[src/rtl/cache_axi_rd_bridge.sv]
// Read-side bridge from the instruction cache miss path to an AXI read master.
// One request at a time: single-beat uncached read or 4-beat line refill, returned as a 128-bit line.
module cache_axi_rd_bridge #(
  parameter logic [3:0] ARID = 4'd0
) (
  input  logic         clk_g,
  input  logic         resetn,
  input  logic         rd_req,
  input  logic [2:0]   rd_type,
  input  logic [31:0]  rd_addr,
  output logic         rd_rdy,
  output logic         ret_valid,
  output logic [127:0] ret_data,
  output logic         ret_err,
  output logic [3:0]   arid,
  output logic [31:0]  araddr,
  output logic [7:0]   arlen,
  output logic [2:0]   arsize,
  output logic [1:0]   arburst,
  output logic [1:0]   arlock,
  output logic [3:0]   arcache,
  output logic [2:0]   arprot,
  output logic         arvalid,
  input  logic         arready,
  input  logic [3:0]   rid,
  input  logic [31:0]  rdata,
  input  logic [1:0]   rresp,
  input  logic         rlast,
  input  logic         rvalid,
  output logic         rready
);

  localparam int unsigned ADDR_W = 32;
  localparam int unsigned BEAT_W = 32;
  localparam int unsigned LINE_W = 128;
  localparam int unsigned CNT_W  = 2;
  localparam int unsigned LEN_W  = 8;
  localparam int unsigned SIZE_W = 3;

  localparam logic [2:0]        TYPE_LINE  = 3'b100;
  localparam logic [1:0]        RESP_OKAY  = 2'b00;
  localparam logic [CNT_W-1:0]  CNT_LAST   = CNT_W'(3);
  localparam logic [LEN_W-1:0]  LEN_LINE   = LEN_W'(3);
  localparam logic [SIZE_W-1:0] SIZE_WORD  = SIZE_W'(2);

  typedef enum logic [1:0] {
    ST_IDLE = 2'd0,
    ST_AR   = 2'd1,
    ST_R    = 2'd2,
    ST_RET  = 2'd3
  } state_e;

  state_e              state_q,     state_d;
  logic                rd_rdy_q,    rd_rdy_d;
  logic                arvalid_q,   arvalid_d;
  logic [ADDR_W-1:0]   araddr_q,    araddr_d;
  logic [LEN_W-1:0]    arlen_q,     arlen_d;
  logic [SIZE_W-1:0]   arsize_q,    arsize_d;
  logic                rready_q,    rready_d;
  logic [CNT_W-1:0]    cnt_q,       cnt_d;
  logic                full_q,      full_d;
  logic [LINE_W-1:0]   ret_data_q,  ret_data_d;
  logic                ret_err_q,   ret_err_d;
  logic                ret_valid_q, ret_valid_d;

  // rid carries no information for a single-outstanding master
  logic unused_rid_c;
  assign unused_rid_c = ^rid;

  // Next-state and registered-output logic
  always_comb begin
    state_d     = state_q;
    rd_rdy_d    = rd_rdy_q;
    arvalid_d   = arvalid_q;
    araddr_d    = araddr_q;
    arlen_d     = arlen_q;
    arsize_d    = arsize_q;
    rready_d    = rready_q;
    cnt_d       = cnt_q;
    full_d      = full_q;
    ret_data_d  = ret_data_q;
    ret_err_d   = ret_err_q;
    ret_valid_d = 1'b0;

    case (state_q)
      ST_IDLE: begin
        if (rd_req) begin
          state_d    = ST_AR;
          rd_rdy_d   = 1'b0;
          arvalid_d  = 1'b1;
          cnt_d      = '0;
          full_d     = 1'b0;
          ret_data_d = '0;
          ret_err_d  = 1'b0;
          if (rd_type == TYPE_LINE) begin
            araddr_d = {rd_addr[ADDR_W-1:4], 4'h0};
            arlen_d  = LEN_LINE;
            arsize_d = SIZE_WORD;
          end else begin
            araddr_d = rd_addr;
            arlen_d  = '0;
            arsize_d = {1'b0, rd_type[1:0]};
          end
        end
      end
      ST_AR: begin
        if (arvalid_q && arready) begin
          state_d   = ST_R;
          arvalid_d = 1'b0;
          rready_d  = 1'b1;
        end
      end
      ST_R: begin
        if (rvalid && rready_q) begin
          // Beats past the fourth slot are consumed but dropped
          if (!full_q) begin
            ret_data_d[{cnt_q, 5'd0} +: BEAT_W] = rdata;
          end
          if (cnt_q == CNT_LAST) begin
            full_d = 1'b1;
          end else begin
            cnt_d = cnt_q + CNT_W'(1);
          end
          ret_err_d = ret_err_q | (rresp != RESP_OKAY);
          if (rlast) begin
            state_d     = ST_RET;
            rready_d    = 1'b0;
            ret_valid_d = 1'b1;
          end
        end
      end
      ST_RET: begin
        state_d  = ST_IDLE;
        rd_rdy_d = 1'b1;
      end
      default: begin
        state_d  = ST_IDLE;
        rd_rdy_d = 1'b1;
      end
    endcase
  end

  // State register, synchronous active-low reset
  always_ff @(posedge clk_g) begin
    if (!resetn) begin
      state_q     <= ST_IDLE;
      rd_rdy_q    <= 1'b1;
      arvalid_q   <= 1'b0;
      araddr_q    <= '0;
      arlen_q     <= '0;
      arsize_q    <= '0;
      rready_q    <= 1'b0;
      cnt_q       <= '0;
      full_q      <= 1'b0;
      ret_data_q  <= '0;
      ret_err_q   <= 1'b0;
      ret_valid_q <= 1'b0;
    end else begin
      state_q     <= state_d;
      rd_rdy_q    <= rd_rdy_d;
      arvalid_q   <= arvalid_d;
      araddr_q    <= araddr_d;
      arlen_q     <= arlen_d;
      arsize_q    <= arsize_d;
      rready_q    <= rready_d;
      cnt_q       <= cnt_d;
      full_q      <= full_d;
      ret_data_q  <= ret_data_d;
      ret_err_q   <= ret_err_d;
      ret_valid_q <= ret_valid_d;
    end
  end

  assign rd_rdy    = rd_rdy_q;
  assign ret_valid = ret_valid_q;
  assign ret_data  = ret_data_q;
  assign ret_err   = ret_err_q;

  assign arid    = ARID;
  assign araddr  = araddr_q;
  assign arlen   = arlen_q;
  assign arsize  = arsize_q;
  assign arburst = 2'b01;
  assign arlock  = 2'b00;
  assign arcache = 4'h0;
  assign arprot  = 3'h0;
  assign arvalid = arvalid_q;
  assign rready  = rready_q;

endmodule
[config.mk]
export PLATFORM = sky130hd
export DESIGN_NAME = cache_axi_rd_bridge
export DESIGN_NICKNAME = d
export VERILOG_FILES = /design/src/rtl/cache_axi_rd_bridge.sv
export SDC_FILE = /design/constraint.sdc
export NUM_CORES = 1
export LEC_CHECK = 0
export BUFFER_PORTS_ARGS = -buffer_cell sky130_fd_sc_hd__buf_2
export CAP_MARGIN = 10
export CORE_MARGIN = 5
export CORE_UTILIZATION = 40
export CTS_BUF_LIST = sky130_fd_sc_hd__clkbuf_2
export DETAILED_ROUTE_END_ITERATION = 16
export GPL_TIMING_DRIVEN = 0
export MAX_ROUTING_LAYER = met4
export PLACE_DENSITY = 0.64
export SETUP_SLACK_MARGIN = 0.5
export SLEW_MARGIN = 5
export SYNTH_ARGS = -nofsm -noshare
export SYNTH_HDL_FRONTEND = slang
export SYNTH_SLANG_ARGS = --single-unit
[constraint.sdc]
create_clock -name clk_g -period 2.2 [get_ports clk_g]
set_clock_uncertainty 0.2 [all_clocks]
set_input_delay 0.11 -clock clk_g [delete_from_list [all_inputs] [get_ports clk_g]]
set_output_delay 0.11 -clock clk_g [all_outputs]
set_load 0.05 [all_outputs]
# After elaboration in Yosys (flattened, before gate mapping)
# Index checks and enable logic that the tools add are counted.
[classes]
addsub = 2
n_eq_ne = 12
shifts = 2
mux = 32
n_bitwise = 1
n_reduce_logical = 18
[ops]
columns = ["cell", "count"]
rows = [
  ["two-way mux 128 bit", 3],
  ["case mux 128 bit (2 select lines)", 1],
  ["bitwise mux 128 bit", 1],
  ["variable shift 32 x 9 -> 128 bit (first input constant)", 1],
  ["variable part select 32 x 9 -> 128 bit", 1],
  ["AND reduction 4 bit", 5],
  ["two-way mux 2 bit", 9],
  ["inequality test 2 bit (second input constant)", 7],
  ["two-way mux 1 bit", 10],
  ["case mux 1 bit (2 select lines)", 5],
  ["nonzero test 2 bit", 5],
  ["negation 7 -> 9 bit", 1],
  ["AND reduction 3 bit", 3],
  ["case mux 2 bit (4 select lines)", 1],
  ["equality test 2 bit (second input constant)", 3],
  ["two-way mux 4 bit", 1],
  ["case mux 2 bit (2 select lines)", 1],
  ["AND reduction 2 bit", 2],
  ["equality test 3 bit (second input constant)", 1],
  ["adder 2 x 1 -> 2 bit (second input constant)", 1],
  ["equality test 2 x 1 -> 1 bit (second input constant)", 1],
  ["logical AND 1 bit", 2],
  ["zero test 2 bit", 1],
  ["bitwise OR 1 bit", 1],
]
[totals]
reg_bits = 181
in_bits = 79
out_inout_bits = 191
elab_cells = 79

# Depth between registers and ports, before layout
# Gate-level depths: netlist of run 1.
[depth]
ltp_word = 6
ltp_mapped = 8
mapped_depth_nobuf = 5

# Least setup slack after synthesis of run 1
# OpenSTA, ideal clock, no wires.
[synth_path]
kind = "register to register"
start = "reg cnt_q[0]"
end = "reg ret_data_q[100], in the netlist ret_data[100]"
setup_ps = 72
t_arrival_ps = 1602
t_required_ps = 1928
setup_slack_ps = 327
path_stages_with_launch = 8
n_path_buf = 2
synth_period_minus_slack_ps = 1873
cell_sequence = "dfxtp_1 inv_1 ha_1 and4bb_2 buf_2 buf_2 nand4_1 mux2i_1"
[synth_via]
elab_chain_len = 6
word_cells_on_any_way = 7
classes_between = "add/sub: 1; shift: 2; mux: 4"
[synth_lines]
columns = ["item", "line", "text"]
rows = [
  ["start, declared", "60", "logic [CNT_W-1:0] cnt_q, cnt_d;"],
  ["start signal, assigned", "166", "cnt_q <= cnt_d;"],
  ["negation 7 -> 9 bit (*)", "117", "ret_data_d[{cnt_q, 5'd0} +: BEAT_W] = rdata;"],
  ["variable part select 32 x 9 -> 128 bit or variable shift 32 x 9 -> 128 bit (tied branches)", "117", ""],
  ["bitwise mux 128 bit (*)", "117", ""],
  ["two-way mux 128 bit (*)", "116", "if (!full_q) begin"],
  ["two-way mux 128 bit (*)", "114", "if (rvalid && rready_q) begin"],
  ["case mux 128 bit (2 select lines) (*)", "85", "case (state_q)"],
  ["end signal, assigned", "168", "ret_data_q <= ret_data_d;"],
  ["end, declared", "62", "logic [LINE_W-1:0] ret_data_q, ret_data_d;"],
]
# Every way passes the cells marked *; elsewhere a longest branch is shown, timed or not. The select of a mux whose other input is x is not followed.
# A chain may end at the register's enable or synchronous reset.

# Worst setup path after layout of run 1
[layout_path]
start = "reg state_q[0]"
end = "reg ret_data_q[25], in the netlist ret_data[25]"
[layout_via]
elab_chain_len = 3
word_cells_on_any_way = 8
classes_between = "eq/ne: 4; mux: 1; reduce/logical: 3"
[layout_lines]
columns = ["item", "line", "text"]
rows = [
  ["start, declared", "53", "state_e state_q, state_d;"],
  ["start signal, assigned", "159", "state_q <= state_d;"],
  ["equality test 2 bit or zero test 2 bit (tied branches)", "85", ""],
  ["inequality test 2 bit (no source line) or nonzero test 2 bit (tied branches)", "n/a", ""],
  ["AND reduction 4 bit (no source line)", "n/a", ""],
]
# Several ways; a longest one is shown, not always the timed one.

==> results of run 1 <==
==> repair_timing <==
action                                  in CTS  in global routing
cloned                                       2                  2
hold buffers                               148                  3
buffers inserted                            26                 22
endpoints found under the hold margin      173                  2
endpoints found under the setup margin     337                336
pin swaps                                    1                  4
gates resized for setup                    579                216
==> worst max path at each step <==
stage / startpoint / to / slack, ps / depth (start not counted)
2_1_floorplan: state_q[0]$_SDFFE_PN0P_ / ret_data[100]$_SDFFE_PN0P_ / 490 / 7
3_3_place_gp: state_q[0]$_SDFFE_PN0P_ / ret_data[58]$_SDFFE_PN0P_ / 130 / 7
3_5_place_dp: state_q[0]$_SDFFE_PN0P_ / ret_data[66]$_SDFFE_PN0P_ / 90 / 7
4_1_cts: state_q[0]$_SDFFE_PN0P_ / ret_data[40]$_SDFFE_PN0P_ / 300 / 7
5_1_grt: state_q[0]$_SDFFE_PN0P_ / ret_data[45]$_SDFFE_PN0P_ / 180 / 9
6_report: state_q[0]$_SDFFE_PN0P_ / ret_data[25]$_SDFFE_PN0P_ / 230 / 9
==> cell type report <==
type	count	area, sq um	share of cell area
Inverter	6	27.5	0.00194
Clock inverter	13	159	0.0112
Clock buffer	19	95.1	0.00671
Timing Repair Buffer	445	4880	0.345
Tap cell	265	332	0.0234
Sequential cell	173	3710	0.262
Multi-Input combinational cell	568	3960	0.280
Buffer	120	993	0.0702
Antenna cell	1	2.50	0.000177
==> through the flow <==
stage	cells	power (uW)	hold WS [ps]	worst slack, ps
floorplan	867	5340	54.9	488
global placement	1374	6080	160	133
detailed placement	1374	6090	169	86.4
CTS	1582	8840	1.33	299
global route	1610	9770	11.4	178
finish	1610	9400	99.8	235
==> layout by cell type, fill, tap and decap left out, types with 8 or more instances in the layout <==
cell type      synthesis  final
clkbuf_1              45     35
dfxtp_2                0    160
a21boi_0              37     32
nand3_1              168    168
nand4_1               65     65
dfxtp_4                0     12
buf_4                 23     73
mux2i_1              131    128
clkbuf_2               0     25
buf_8                  0    170
clkbuf_4               1      8
dlygate4sd3_1          0    151
buf_2                 38     78
buf_6                 13     27
nand4b_1              32     32
conb_1                 2     22
buf_12                 0     12
nand2_1               69     69
==> power by group through the flow <==
| stage | Clock [uW] | Sequential, uW | Combinational (uW) |
|---|---|---|---|
| 2_1_floorplan | 0 | 3950 | 1390 |
| 3_3_place_gp | 0 | 3460 | 2620 |
| 3_5_place_dp | 0 | 3470 | 2620 |
| 4_1_cts | 1840 | 3450 | 3550 |
| 5_1_grt | 1980 | 3510 | 4270 |
| 6_report | 1810 | 3500 | 4090 |
==> layer usage <==
| layer | part of all wire | routed length (um) |
|---|---|---|
| met5 | 0 | 0 |
| met4 | 0.033 | 1140 |
| met3 | 0.084 | 2910 |
| met2 | 0.50 | 17300 |
| met1 | 0.39 | 13400 |
==> cells by family after synthesis <==
kind of cell | Yosys count
AO/OA/AOI/OAI | 52
adder cells (fa/ha/maj) | 9
buffers and inverters | 126
flip-flops | 173
multiplexers | 132
other | 2
AND/OR/NAND/NOR | 353
==> sequential cells by signal (all words and copies together), names as in the netlist <==
name,count
full_q,1
ret_valid,1
arsize,2
state_q,2
rd_rdy,1
ret_err,1
arlen,1
ret_data,128
arvalid,1
cnt_q,2
rready,1
araddr,32
==> worst max-delay path, cell delays in order, from the launching register on <==
cell and delay (ps):
dfxtp_2 410, inv_4 50, ha_4 150, buf_6 120, nand3b_1 80, buf_6 150
buf_8 140, clkbuf_4 220, nand3_1 150, mux2i_1 250
==> reports/metrics.cfg, run 1 <==
[yosys]
synth_top_family_by_area=simple AND/OR/NAND/NOR gates
synthSimpleGateAreaFrac=0.248
synth.most_common_cell=dfxtp_1
synth_compound_area_frac=0.0475
syn_area_sq_um=7980
synth.distinct_cells=36
ys_warn_count=0
synthMuxAreaShare=0.166
synthDominantCellAreaShare=0.434
syn_inst=847
ys_ff_latch=173
synth-seq-area-share=0.434
synthTopCellsByCount=dfxtp_1 (173), nand3_1 (168), mux2i_1 (131)
async_flop_share=0
synth-main-ff-cell=dfxtp_1
synthXorXnorAreaFrac=0
syn_area_per_cell_sq_um=9.42
yosys-top-cells-area=dfxtp_1 (43%), mux2i_1 (16%), nand3_1 (11%)
synth_fa_ha_area_frac=0.0141
yosysTopAreaCell=dfxtp_1
synth_edf_count=0

[timing]
slew_headroom=0.572
rsz0062_at_grt=yes
fin_tns_setup_ps=0
hold_viol=0
drv_slew=0
finalCritPeriodShare=0.893
worst_pin_slew_ps=642
fmax_ghz=0.509
setup-violations-final=0
min_period_ps=1970

[cells_and_area]
final_nets=1419
fillers=1339
syn2layout_area_growth_pct=77.6
stdcell_area_sq_um=14200
drive_above_1_share=0.452
fin_util=0.725

[die]
coreArea_sq_um=19500
start_util=0.408
pin_count=270
die_w_um=151
die_height_um=151
die-area_sq_um=22900
rows=51

[grt]
grt-busiest-layer=met2
grt_pass1_wl_mm=48.6
grt_pass1_vias=8861
grt.total_usage=0.282
gr-total-overflow=0
grt_max_degree=17
grtUsageMet3=0.0724
antenna_found_initial=1
grtUsageMet2=0.473
met1_usage=0.332

[place]
gp_congestion=0.873
place_area_sq_um=9690
place_hpwl_mm=19.6
portBuffers=242

[detailed_routing]
ant_nets=0
drc=0
wire_per_inst_um=21.6
via_count=8898
drtPass1Iterations=5
via_per_inst=5.53
drtIter0Drc=608
wl_mm=34.7

[setup_path]
startpoint_type=flop
crit_arrival_ps=2480
rr_worst_depth=9
rr_endpoint=ret_data[25]$_SDFFE_PN0P_
criticalPathCategory=reg -> reg
cp_max_fo=10
r2r_start=state_q[0]$_SDFFE_PN0P_
critPathRequiredTime_ps=2710
reg2reg_slack_ps=230
crit_path_end_kind=flop

[power]
p_comb_frac=0.435
cellPowerDensity_nw_per_um2=664
swShare=0.396
clockPowerShare=0.193
vdd_drop_max_uv=629
p_int_uw=5670
switching_power_uw=3720
p_seq_frac=0.372
p_leak_uw=0.00640

[min_path]
hold_end=rready$_SDFFE_PN0P_
min_from=rvalid
whs_path_depth=4
hold_class=in -> reg

[cts]
cts_tree=yes
numCtsBuffers=17
cts.path.max_buffers=2
clk_latency_ps=750
clkSinkCount=173
htree_levels=4
clk_pin_slew_worst_paths_ps=270
cts-root-buf=clkbuf_2

[status]
status=complete, no violations

[run]
maxCapViolCount=0

(Power assumes the default switching activity.)
==> run 2: changes to the inputs <==
--- a/config.mk
+++ b/config.mk
@@ -14,6 +14,7 @@
 export GPL_TIMING_DRIVEN = 0
 export MAX_ROUTING_LAYER = met4
 export PLACE_DENSITY = 0.64
+export RECOVER_POWER = 25
 export SETUP_SLACK_MARGIN = 0.5
 export SLEW_MARGIN = 5
 export SYNTH_ARGS = -nofsm -noshare
==> run 2 against run 1 <==
  * Power decreased by 0.26%
  * Critical path type unchanged
  * Global-route usage did not move
  * Largest power group unchanged
  * Via count fell by 0.36%
==> reports/metrics.cfg, run 2 (synthesis results as in run 1) <==
[detailed_routing]
wire_per_inst_um=21.6
ant_nets=0
wl_mm=34.8
drtPass1Iterations=5
drtIter0Drc=630
drc=0
via_count=8866
via_per_inst=5.51

[setup_path]
crit_arrival_ps=2500
crit_path_end_kind=flop
critPathRequiredTime_ps=2710
cp_max_fo=10
startpoint_type=flop
criticalPathCategory=reg -> reg

[timing]
setup-violations-final=0
fmax_ghz=0.503
finalCritPeriodShare=0.903
slew_headroom=0.562
whs_ps=106
rsz0062_at_grt=yes
layout_setup_ws_ps=213
hold_viol=0
drv_slew=0
min_period_ps=1990
fin_tns_setup_ps=0
worst_pin_slew_ps=657

[cts]
clk_pin_slew_worst_paths_ps=270
htree_levels=4
numCtsBuffers=17
clk_latency_ps=750
clkSinkCount=173
cts-root-buf=clkbuf_2
cts.path.max_buffers=2
cts_tree=yes

[grt]
grt.total_usage=0.282
antenna_found_initial=1
gr-total-overflow=0
grt_pass1_wl_mm=48.6
grt_pass1_vias=8861
grt_max_degree=17

[cells_and_area]
drive_above_1_share=0.396
layout_common_cells=buf_8 (170), nand3_1 (168), dlygate4sd3_1 (151)
largest_reg_flops=128
syn2layout_area_growth_pct=76.0
mostFrequentLayoutCell=buf_8
stdcell_area_sq_um=14000
final_nets=1419

[place]
place_hpwl_mm=19.6
portBuffers=242
place_area_sq_um=9690
dp_slack_ps=86.4
gp_congestion=0.873

[power]
p_seq_frac=0.372
vdd_drop_max_uv=611
p_comb_frac=0.434
switching_power_uw=3720
swShare=0.397
cellPowerDensity_nw_per_um2=668
p_leak_uw=0.00635
clockPowerShare=0.194
p_int_uw=5650

[die]
coreArea_sq_um=19500
die_height_um=151
pin_count=270
die_w_um=151
start_util=0.408
rows=51
die-area_sq_um=22900

[run]
maxCapViolCount=0

[min_path]
hold_class=in -> reg

[status]
status=complete, no violations

-- run 2: cell count changes in the layout (fill, tap and decap cells not counted), moves of 2 or more --
cell and delta:
a21boi_0 +3, dfxtp_2 -66, dfxtp_1 +73, a21boi_1 -3, dfxtp_4 -7, o21ai_0 +2
-- run 2: through the flow --
step,std cells,utilization,power (uW)
after floorplan,867,-,5340
final,1610,0.719,9370
after global placement,1374,0.496,6080
after detailed placement,1374,0.496,6090
after CTS,1582,0.680,8840
after global routing,1610,0.719,9740
-- run 2: worst paths after layout --
| check | slack, ps | to | cells past startpoint | start |
|---|---|---|---|---|
| max reg2reg | 210 | ret_data[25]$_SDFFE_PN0P_ | 9 | state_q[0]$_SDFFE_PN0P_ |
| min | 110 | rready$_SDFFE_PN0P_ | 4 | rvalid |
| min reg2reg | 300 | araddr[16]$_SDFFE_PN0P_ | 2 | araddr[16]$_SDFFE_PN0P_ |
| max | 210 | ret_data[25]$_SDFFE_PN0P_ | 9 | state_q[0]$_SDFFE_PN0P_ |
-- run 2: metal layers --
| metal | part of all wire | global-route usage | vias to the layer above |
|---|---|---|---|
| li1 | - | - | 3994 |
| met1 | 0.39 | 0.332 | 4284 |
| met2 | 0.50 | 0.473 | 485 |
| met3 | 0.083 | 0.0724 | 103 |
| met4 | 0.031 | 0.0907 | 0 |
| met5 | 0 | - | - |
-- run 2: layout make-up --
cell class                 count  area [sq um]
fill                        1389          5490
timing repair buffer         445          4880
multi-input combinational    568          3950
sequential                   173          3600
buffer                       120           993
tap                          265           332
clock inverter                13           159
clock buffer                  19          95.1
inverter                       6          27.5
antenna                        1          2.50
-- run 2: power by group through the flow --
stage	Combinational, uW	Clock, uW	Sequential (uW)
2_1_floorplan	1390	0	3950
3_3_place_gp	2620	0	3460
3_5_place_dp	2620	0	3470
4_1_cts	3550	1840	3450
5_1_grt	4250	1980	3510
6_report	4070	1820	3490
-- run 2: timing repair --
item,CTS,global route
buffers inserted,26,22
endpoints found under the hold margin,173,2
hold buffers,148,3
resized for setup,579,216
gates cloned,2,2
endpoints found under the setup margin,337,336
pin swaps,1,4
-- run 2: worst max-delay path: stages (launching register included) --
cell      delay (ps)
dfxtp_1          430
inv_4             70
ha_4             150
buf_6            120
nand3b_1          80
buf_6            150
buf_8            140
clkbuf_4         210
nand3_1          150
mux2i_1          240
==> run 3: changes to the inputs <==
--- a/config.mk
+++ b/config.mk
@@ -8,12 +8,12 @@
 export BUFFER_PORTS_ARGS = -buffer_cell sky130_fd_sc_hd__buf_2
 export CAP_MARGIN = 10
 export CORE_MARGIN = 5
-export CORE_UTILIZATION = 40
+export CORE_UTILIZATION = 52
 export CTS_BUF_LIST = sky130_fd_sc_hd__clkbuf_2
 export DETAILED_ROUTE_END_ITERATION = 16
 export GPL_TIMING_DRIVEN = 0
 export MAX_ROUTING_LAYER = met4
-export PLACE_DENSITY = 0.64
+export PLACE_DENSITY = 0.8
 export RECOVER_POWER = 25
 export SETUP_SLACK_MARGIN = 0.5
 export SLEW_MARGIN = 5
==> run 3 against run 2 <==
  * The flow now finishes with violations (negative setup slack)
  * First-iteration DRC count rose by 150%
  * Combinational power rose by 8.8%
  * Sequential power barely moved
  * Power rose by 5.0%
  * Clock-buffer cell count fell by 2
  * Utilization rose by 20 points
  * Wire length rose by 29%
  * Global-route usage rose by 12 points
  * Worst setup slack got worse by 220 ps
  * Largest power group unchanged
==> reports/metrics.cfg, run 3 (synthesis results as in run 1) <==
[die]
die_height_um=134
coreArea_sq_um=15100
die-area_sq_um=17900
rows=45
start_util=0.527
pin_count=270
die_w_um=134

[cells_and_area]
fillers=538
fin_cells=1544
final_nets=1430
mostFrequentLayoutCell=nand3_1
syn2layout_area_growth_pct=75.5
layout_common_cells=nand3_1 (166), dlygate4sd3_1 (147), buf_6 (132)
drive_above_1_share=0.458
largest_reg_flops=128

[min_path]
hold_class=in -> reg

[detailed_routing]
drtPass1Iterations=12
ant_nets=0
via_per_inst=6.72
drtIter0Drc=1558
wl_mm=45.0
via_count=10400
drc=0
wire_per_inst_um=29.2

[place]
portBuffers=242
dpl.cell_count=1297
place_hpwl_mm=18.9
gp_congestion=0.881

[timing]
hold_viol=0
fmax_ghz=0.454
whs_ps=27.8
finalCritPeriodShare=1.00
slew_headroom=0.532
rsz0062_at_grt=yes
min_period_ps=2200
drv_slew=0
worst_pin_slew_ps=702
layout_setup_ws_ps=-3.72
setup-violations-final=1

[power]
vdd_drop_max_uv=581
p_int_uw=5690
switching_power_uw=4150
cellPowerDensity_nw_per_um2=703
swShare=0.422
p_seq_frac=0.357
clockPowerShare=0.192
p_comb_frac=0.450
p_leak_uw=0.00636

[cts]
clk_pin_slew_worst_paths_ps=350
numCtsBuffers=17
htree_levels=4
cts.path.max_buffers=2
clkSinkCount=173
cts-root-buf=clkbuf_2
clk_latency_ps=790
cts_tree=yes

[setup_path]
cp_slowest_cell=dfxtp_1
critPathRequiredTime_ps=2790
path_cells=inv_1, ha_1, buf_6, nand3b_1, buf_6, buf_8, buf_6, nand3_2, mux2i_4
criticalPathCategory=reg -> reg
cp_max_fo=10
startpoint_type=flop
crit_path_end_kind=flop
cp_common_cell=buf_6
slowest_delay_ps=410
crit_arrival_ps=2800

[grt]
grt_max_degree=17
antenna_found_initial=1
grt.total_usage=0.405
grt_pass1_wl_mm=55.1
grt_pass1_vias=9716
gr-total-overflow=0

[status]
status=finished with violations
violations=negative setup slack

[run]
maxCapViolCount=0

[run 3: critical path: cells and delay by family (launching register included)]
kind	cells	cell delay, ps
flops	1	410
buf+inv	5	670
simple gates	2	370
fa+ha+maj	1	190
mux	1	380
[run 3: per-stage QoR]
step	setup TNS, ps	worst slack, ps	total power, uW	utilization	cell area [sq um]
CTS	0	319	8610	0.847	12800
finish	-3.72	-3.72	9840	0.924	14000
global placement	0	190	6040	0.633	9590
global route	-141	-109	9970	0.924	14000
floorplan	0	488	5340	-	8140
detailed placement	0	111	6070	0.633	9590
[run 3: metal layers]
layer | vias to the layer above | track usage | share of wire
li1 | 4007 | - | -
met1 | 4755 | 0.427 | 0.31
met2 | 1154 | 0.679 | 0.45
met3 | 452 | 0.106 | 0.13
met4 | 0 | 0.251 | 0.11
met5 | - | - | 0
[run 3: final timing paths]
path                                         startpoint                   endpoint  slack (ps)  cells past startpoint
worst min register to register      full_q$_SDFFE_PN0P_        full_q$_SDFFE_PN0P_         280                      2
worst min-delay path                           rresp[1]       ret_err$_SDFFE_PN0P_          30                      4
worst max-delay path            state_q[1]$_SDFFE_PN0P_  ret_data[18]$_SDFFE_PN0P_          -4                      9
worst max register to register  state_q[1]$_SDFFE_PN0P_  ret_data[18]$_SDFFE_PN0P_          -4                      9
[run 3: final cells by class]
type / count / area [sq um] / share of cell area
plain buffers: 120 / 1080 / 0.0770
diodes: 1 / 2.50 / 0.000179
multi-input cells: 568 / 4160 / 0.297
clock inverters: 15 / 160 / 0.0114
flip-flops and latches: 173 / 3670 / 0.262
repair buffers: 456 / 4570 / 0.327
clock buffers: 17 / 85.1 / 0.00608
well taps: 188 / 235 / 0.0168
inverters: 6 / 27.5 / 0.00197
[run 3: power by group through the flow]
| stage | clock network [uW] | registers [uW] | logic [uW] |
|---|---|---|---|
| finish | 1890 | 3520 | 4430 |
| global route | 1950 | 3520 | 4500 |
| CTS | 1770 | 3470 | 3370 |
| detailed placement | 0 | 3480 | 2590 |
| global placement | 0 | 3470 | 2570 |
| floorplan | 0 | 3950 | 1390 |
[run 3: repair_timing]
item / 4_1_cts / 5_1_grt
resized for setup: 503 / 265
gates cloned: 2 / 8
pin swaps: 2 / 9
buffers inserted: 18 / 39
setup endpoints to repair: 337 / 267
hold buffers: 147 / 1
hold endpoints to repair: 173 / 1
